==> src/rtl/fix2float_pipe.sv <==
// Three-stage signed fixed-point to IEEE-754 binary32 converter with valid/ready
// handshakes, four rounding modes and inexact/zero flags.
module fix2float_pipe #(
    parameter int INT_BITS  = 4,
    parameter int FRAC_BITS = 30,
    localparam int W        = INT_BITS + FRAC_BITS + 1
) (
    input  logic         clk_i,
    input  logic         rst_n_i,
    input  logic         in_valid_i,
    output logic         in_ready_o,
    input  logic [W-1:0] fixed_i,
    input  logic [1:0]   rmode_i,
    output logic         out_valid_o,
    input  logic         out_ready_i,
    output logic [31:0]  float_o,
    output logic         inexact_o,
    output logic         zero_o
);

    localparam int PW = 7;       // wide enough for a bit index up to 63
    localparam int NW = W + 26;  // room for 24-bit significand, guard and sticky when W is small

    typedef enum logic [1:0] {RM_RNE = 2'b00, RM_RTZ = 2'b01, RM_RDN = 2'b10, RM_RUP = 2'b11} rmode_e;

    logic adv;
    assign adv        = !out_valid_o || out_ready_i;
    assign in_ready_o = adv;

    logic         s1_valid, s1_sign, s1_zero;
    rmode_e       s1_rmode;
    logic [W-1:0] s1_mag;
    logic         s2_valid, s2_sign, s2_zero;
    rmode_e       s2_rmode;
    logic [W-1:0] s2_norm;
    logic [7:0]   s2_exp;

    // Most-negative input negates to 2^(W-1), which fits as a W-bit unsigned magnitude.
    logic [W-1:0] abs_in;
    assign abs_in = fixed_i[W-1] ? (~fixed_i + W'(1)) : fixed_i;

    logic [PW-1:0] lead;
    logic [PW-1:0] shamt;
    logic [W-1:0]  norm_c;
    logic [7:0]    exp_c;

    // NOTE: every variable written in always_comb gets a default first, so no latch is inferred.
    always_comb begin
        lead = '0;
        for (int i = 0; i < W; i++) begin
            if (s1_mag[i]) lead = PW'(i);
        end
        shamt  = PW'(W - 1) - lead;
        norm_c = s1_mag << shamt;
        exp_c  = 8'(127 - FRAC_BITS + int'(lead));
    end

    logic [NW-1:0] ext;
    logic [23:0]   sig;
    logic          guard, sticky, inc;
    logic [24:0]   sum;
    logic [22:0]   mant;
    logic [7:0]    exp_r;

    always_comb begin
        ext    = {s2_norm, 26'b0};
        sig    = ext[NW-1 -: 24];
        guard  = ext[NW-25];
        sticky = |ext[NW-26:0];
        inc    = 1'b0;
        case (s2_rmode)
            RM_RNE: inc = guard && (sticky || sig[0]);
            RM_RTZ: inc = 1'b0;
            RM_RDN: inc = s2_sign && (guard || sticky);
            RM_RUP: inc = !s2_sign && (guard || sticky);
            default: inc = 1'b0;
        endcase
        sum   = {1'b0, sig} + 25'(inc);
        // A carry out of the significand renormalises by one: fraction becomes zero, exponent bumps.
        mant  = sum[24] ? sum[23:1] : sum[22:0];
        exp_r = s2_exp + 8'(sum[24]);
    end

    // NOTE: sequential state uses non-blocking assignments so every stage samples pre-edge values.
    always_ff @(posedge clk_i or negedge rst_n_i) begin
        if (!rst_n_i) begin
            s1_valid    <= 1'b0;
            s2_valid    <= 1'b0;
            out_valid_o <= 1'b0;
            float_o     <= '0;
            inexact_o   <= 1'b0;
            zero_o      <= 1'b0;
        end else if (adv) begin
            s1_valid    <= in_valid_i;
            s2_valid    <= s1_valid;
            out_valid_o <= s2_valid;
            if (s2_valid) begin
                float_o   <= s2_zero ? 32'h0 : {s2_sign, exp_r, mant};
                inexact_o <= !s2_zero && (guard || sticky);
                zero_o    <= s2_zero;
            end
        end
    end

    // NOTE: datapath registers carry no reset; their contents only matter when the matching valid is set.
    always_ff @(posedge clk_i) begin
        if (adv) begin
            s1_sign  <= fixed_i[W-1];
            s1_mag   <= abs_in;
            s1_zero  <= (fixed_i == '0);
            s1_rmode <= rmode_e'(rmode_i);
            s2_sign  <= s1_sign;
            s2_zero  <= s1_zero;
            s2_rmode <= s1_rmode;
            s2_norm  <= norm_c;
            s2_exp   <= exp_c;
        end
    end

endmodule

==> config.mk <==
export PLATFORM = sky130hd
export DESIGN_NAME = fix2float_pipe
export DESIGN_NICKNAME = d
export VERILOG_FILES = /design/src/rtl/fix2float_pipe.sv
export SDC_FILE = /design/constraint.sdc
export NUM_CORES = 1
export LEC_CHECK = 0
export ABC_CLOCK_PERIOD_IN_PS = 6300
export CAP_MARGIN = 20
export CORE_MARGIN = 2
export CORE_UTILIZATION = 58
export CTS_BUF_LIST = sky130_fd_sc_hd__clkbuf_4 sky130_fd_sc_hd__clkbuf_8 sky130_fd_sc_hd__clkbuf_16
export CTS_CLUSTER_SIZE = 20
export DETAILED_ROUTE_END_ITERATION = 7
export PLACE_DENSITY = 0.89
export SLEW_MARGIN = 20
export SYNTH_ARGS = -nofsm -noshare
export SYNTH_HDL_FRONTEND = slang
export SYNTH_SLANG_ARGS = --single-unit
==> constraint.sdc <==
create_clock -name clk_i -period 6.3 [get_ports clk_i]
set_input_delay 1.89 -clock clk_i [delete_from_list [all_inputs] [get_ports clk_i]]
set_output_delay 1.89 -clock clk_i [all_outputs]
set_load 0.02 [all_outputs]
Word level (Yosys, flattened, before mapping)
Index checks and enable logic that the tools add are counted.
- add/sub/neg operators: 5
- eq/ne operators: 3
- shifts and indexed selects: 1
- multiplexer cells: 38
- bitwise gates (word level): 1
- reduce and logical (&&, ||, !) cells: 14
- operator list (operator ; number):
    $mux 7 ; 32
    $add 35x1->35 const B ; 1
    $logic_not 35->1 ; 1
    $not 35->35 ; 1
    $shl 35x7->35 ; 1
    $mux 34 ; 1
    $mux 32 ; 1
    $add 24x1->25 ; 1
    $mux 23 ; 1
    $reduce_or 10->1 ; 1
    $add 7x7->8 const A ; 1
    $add 8x1->8 ; 1
    $sub 6x7->7 const A ; 1
    $eq 2x2->1 const B ; 2
    $logic_and 1x1->1 ; 4
    $pmux 1 s4 ; 1
    $logic_not 1->1 ; 3
    $logic_or 1x1->1 ; 3
    $eq 2x1->1 const B ; 1
    $logic_not 2->1 ; 1
    $mux 2 ; 1
    $reduce_and 2->1 ; 1
    $mux 1 ; 1
- register bits after elaboration: 123
- input port bits: 41
- output and inout bits: 36
- logic and storage cells: 78

Depth between registers and ports, before layout
- depth in word-level cells: 36
- depth in mapped cells: 16
- gate-level depth less buffers: 16

Worst setup path after synthesis
No wires, ideal clock.
- kind: in2out
- start: input port out_ready_i
- end: output port in_ready_o
- arrival: 4.205 ns
- data required time: 4.410 ns
- path slack: 0.205 ns
- stages on the path: 1
- buffers on the path: 0
- cell sequence: nand2b_1
- word-level cells in the longest chain between the ends: 1
- RTL lines (item ; line ; source):
    from (decl) ; 15 ; input logic out_ready_i,
    $logic_or 1x1->1 ; 27 ; assign adv = !out_valid_o || out_ready_i;
    to (decl) ; 11 ; output logic in_ready_o,
Every way passes these cells.

Final worst setup path
Same ends and word-level chain as after synthesis.

==> impl_metrics.yaml <==
power_and_ir_drop:
  p_switching_mw: 1.50
  power_density_nw_per_um2: 430
  p_comb_share_pct: 39.3
  p_leak_nw: 3.73
  power_mw: 4.02
  pwr-share-seq_pct: 36.8
  internal_power_mw: 2.51
  switching_share_pct: 37.4
  max-vdd-ir-drop_v: 0.000239
  clockPowerShare_pct: 23.8
final_layout:
  fin_area_um2: 9350
  nFillCells: 916
  n_antenna_cell: 0
  nets: 875
  post-route-util_pct: 70.3
  drive_above_1_share_pct: 11.2
  area_growth_syn_to_layout_pct: 17.8
logic_synthesis:
  synth_area_um2: 7930
  async_flop_share_pct: 30.1
  yosysTopAreaCellShare_pct: 32.6
  synthFlopType: "edfxtp_1"
  syn_area_per_cell_um2: 10.2
  synth_nets: 822
  yosys-top-cells-area: "edfxtp_1, dfrtp_1, mux2i_1, mux2_2, xnor2_1"
  yosys.area.top_type: "edfxtp_1"
  synth_seq_cells: 123
  yosys.cell_types.count: 67
  synth_cells: 776
  yosysSeqAreaShare_pct: 44.2
  synth_edf_count: 86
  synth_warnings: 0
place:
  place_ws_ns: 1.17
  port-buffer-count: 76
  dpl_cell_area_um2: 8750
  place_hpwl_um: 12200
  gp_congestion: 0.974
drt:
  vias: 6273
  antenna_left: 0
  first_pass_iters: 6
  drt-total-wl_um: 17300
  drc: 0
  drtIter0Drc: 730
  viasPerCell: 6.16
  post_drt_wl_per_cell_um: 17.0
timing:
  setup_slack_ns: 1.22
  fin_crit_sh_pct: 80.6
  drv_slew: 0
  setup_violations: 0
  fmax_ghz: 0.197
  tns_ns: 0
  finClkSkew_ns: 0.00637
  worstMarginPinSlew_ns: 0.987
  relSlewSlack_pct: 34.2
  finalHoldViolations: 0
  fin_crit_ns: 5.08
  rsz0062_at_grt: "no"
global_routing:
  antenna_found_initial: 0
  grt_max_degree: 85
  grt-ovfl-total: 0
  grt_pass1_vias: 5814
  grt.total_usage_pct: 24.6
  grt_pass1_wl_um: 28300
critical_path:
  cp.required_ns: 4.41
  worstPathArrival_ns: 3.19
  path_class: "in -> out"
  reg2reg_depth: 15
  cp_slowest_cell: "clkdlybuf4s50_1"
  path_common_cell: "clkdlybuf4s50_1"
  ff2ff_setup_slack_ns: 2.14
  r2r_end: "float_o[29]$_DFFE_PN0P_"
  crit_chain: "clkdlybuf4s50_1 -> nand2b_4 -> clkdlybuf4s50_1"
  worstSetupEndpointType: "output pin"
  path_max_fanout: 8
  crit_path_start: "out_ready_i"
  timing.rr.start: "s2_sign$_DFFE_PN_"
  slowest_delay_ns: 0.67
  start_kind: "input pin"
  endpoint: "in_ready_o"
clocking:
  cts_buffers: 17
  clk_path_buf_depth: 2
  clkTransAtPathRegs_ns: 0.06
  postCtsSetupBuffers: 0
  hold_buffers: 0
  clkLatencyLatePin_ns: 0.41
  ctsResizeCount: 0
  cts_tree: "done"
  clkSinkCount: 123
  cts_max_level: 4
  cts_root_buf: "clkbuf_16"
floorplanning:
  initial_utilization_pct: 59.6
  fp.coreArea_um2: 13300
  die_h_um: 121
  rows: 42
  die-width_um: 121
  die-area_um2: 14600
  io_pins: 77
run:
  max_cap_viol_count: 0
outcome:
  status: "finished, final reports clean"
worst_hold_path:
  min_path_type: "reg -> reg"
-- synth_stat cells (2+ instances only) --
| library cell | instances |
|---|---|
| a211oi_1 | 8 |
| a21o_1 | 8 |
| a21oi_1 | 38 |
| a22o_1 | 8 |
| a22oi_1 | 2 |
| a31oi_1 | 3 |
| and2_1 | 3 |
| and3_1 | 14 |
| buf_1 | 4 |
| buf_2 | 11 |
| buf_4 | 4 |
| buf_6 | 3 |
| clkbuf_1 | 30 |
| dfrtp_1 | 37 |
| edfxtp_1 | 86 |
| ha_1 | 5 |
| inv_1 | 16 |
| mux2_2 | 38 |
| mux2i_1 | 79 |
| nand2_1 | 78 |
| nand2b_1 | 10 |
| nand3_1 | 26 |
| nand4_1 | 4 |
| nor2_1 | 36 |
| nor2b_1 | 8 |
| nor3_1 | 20 |
| nor4_1 | 16 |
| o211ai_1 | 7 |
| o21a_1 | 5 |
| o21ai_0 | 43 |
| o21ai_1 | 5 |
| o21bai_1 | 2 |
| o221ai_1 | 3 |
| o22ai_1 | 2 |
| o31ai_1 | 14 |
| o41ai_1 | 6 |
| or2_1 | 2 |
| or3_1 | 3 |
| or4_4 | 3 |
| xnor2_1 | 46 |
| xor2_1 | 14 |
-- how the worst min path moves through the flow --
stage	from	slack, ns	cells past startpoint	endpoint
finish	s1_rmode[1]$_DFFE_PN_	0.42	0	s2_rmode[1]$_DFFE_PN_
global route	s1_zero$_DFFE_PN_	0.43	0	s2_zero$_DFFE_PN_
detailed placement	s1_rmode[1]$_DFFE_PN_	0.41	0	s2_rmode[1]$_DFFE_PN_
CTS	s1_rmode[1]$_DFFE_PN_	0.42	0	s2_rmode[1]$_DFFE_PN_
floorplan	s1_rmode[0]$_DFFE_PN_	0.40	0	s2_rmode[0]$_DFFE_PN_
global placement	s1_rmode[0]$_DFFE_PN_	0.40	0	s2_rmode[0]$_DFFE_PN_
-- registers in the layout, indices dropped and copies added, names as in the netlist --
| name | cells |
|---|---|
| out_valid_o | 1 |
| s1_sign | 1 |
| float_o | 32 |
| s2_sign | 1 |
| s2_norm | 35 |
| zero_o | 1 |
| s2_valid | 1 |
| s1_rmode | 2 |
| s2_rmode | 2 |
| s1_mag | 35 |
| s1_zero | 1 |
| s2_exp | 8 |
| s2_zero | 1 |
| inexact_o | 1 |
| s1_valid | 1 |
-- layout by cell type (no fill, tap or decap), types with 36 or more instances in the layout --
| cell type | instances |
|---|---|
| a21oi_1 | 38 |
| clkdlybuf4s50_1 | 76 |
| dfrtp_1 | 37 |
| edfxtp_1 | 86 |
| mux2_2 | 38 |
| mux2i_1 | 79 |
| nand2_1 | 78 |
| nor2_1 | 36 |
| o21ai_0 | 42 |
| xnor2_1 | 46 |
-- through the flow --
step                cells  hold WS [ns]
floorplan             776         0.400
global route         1018         0.426
CTS                  1018         0.421
detailed placement    986         0.405
finish               1018         0.417
global placement      986         0.404
-- cells by family after synthesis --
| logic type | share of synthesized area (%) |
|---|---|
| and+or+nand+nor | 14.2 |
| AOI/OAI and AO/OA | 14.6 |
| DFF | 44.2 |
| muxes | 15.4 |
| buffers and inverters | 3.98 |
| xor gates and xnor gates | 6.83 |
| adders and majority gates | 0.789 |
-- layout make-up --
type	instances	area (um^2)	share of cell area, %
repair buffers	87	843	9.02
clock buffers	20	500	5.36
flip-flops and latches	123	3510	37.5
well taps	176	220	2.36
multi-input cells	583	4110	44.0
clock inverters	12	95.1	1.02
inverters	17	63.8	0.683
-- power by group through the flow --
stage	Clock, mW	Sequential, mW	Combinational (mW)
2_1_floorplan	0	1.50	1.01
3_3_place_gp	0	1.46	1.51
3_5_place_dp	0	1.48	1.54
4_1_cts	0.964	1.47	1.56
5_1_grt	1.00	1.51	1.71
6_report	0.958	1.48	1.58
-- critical path, delay by kind of cell --
family	cells	cell delay [ns]
buffers and inverters	2	1.13
and+or+nand+nor	1	0.17
-- per-layer routing --
metal | up-vias | GRT usage [%] | wire, um
met2 | 294 | 40.7 | 8430
li1 | 3006 | - | -
met4 | 0 | 11.3 | 628
met3 | 54 | 4.70 | 1080
met5 | - | 0 | 0
met1 | 2919 | 31.3 | 7200
No activity file was read; power rests on OpenSTA's default activity.
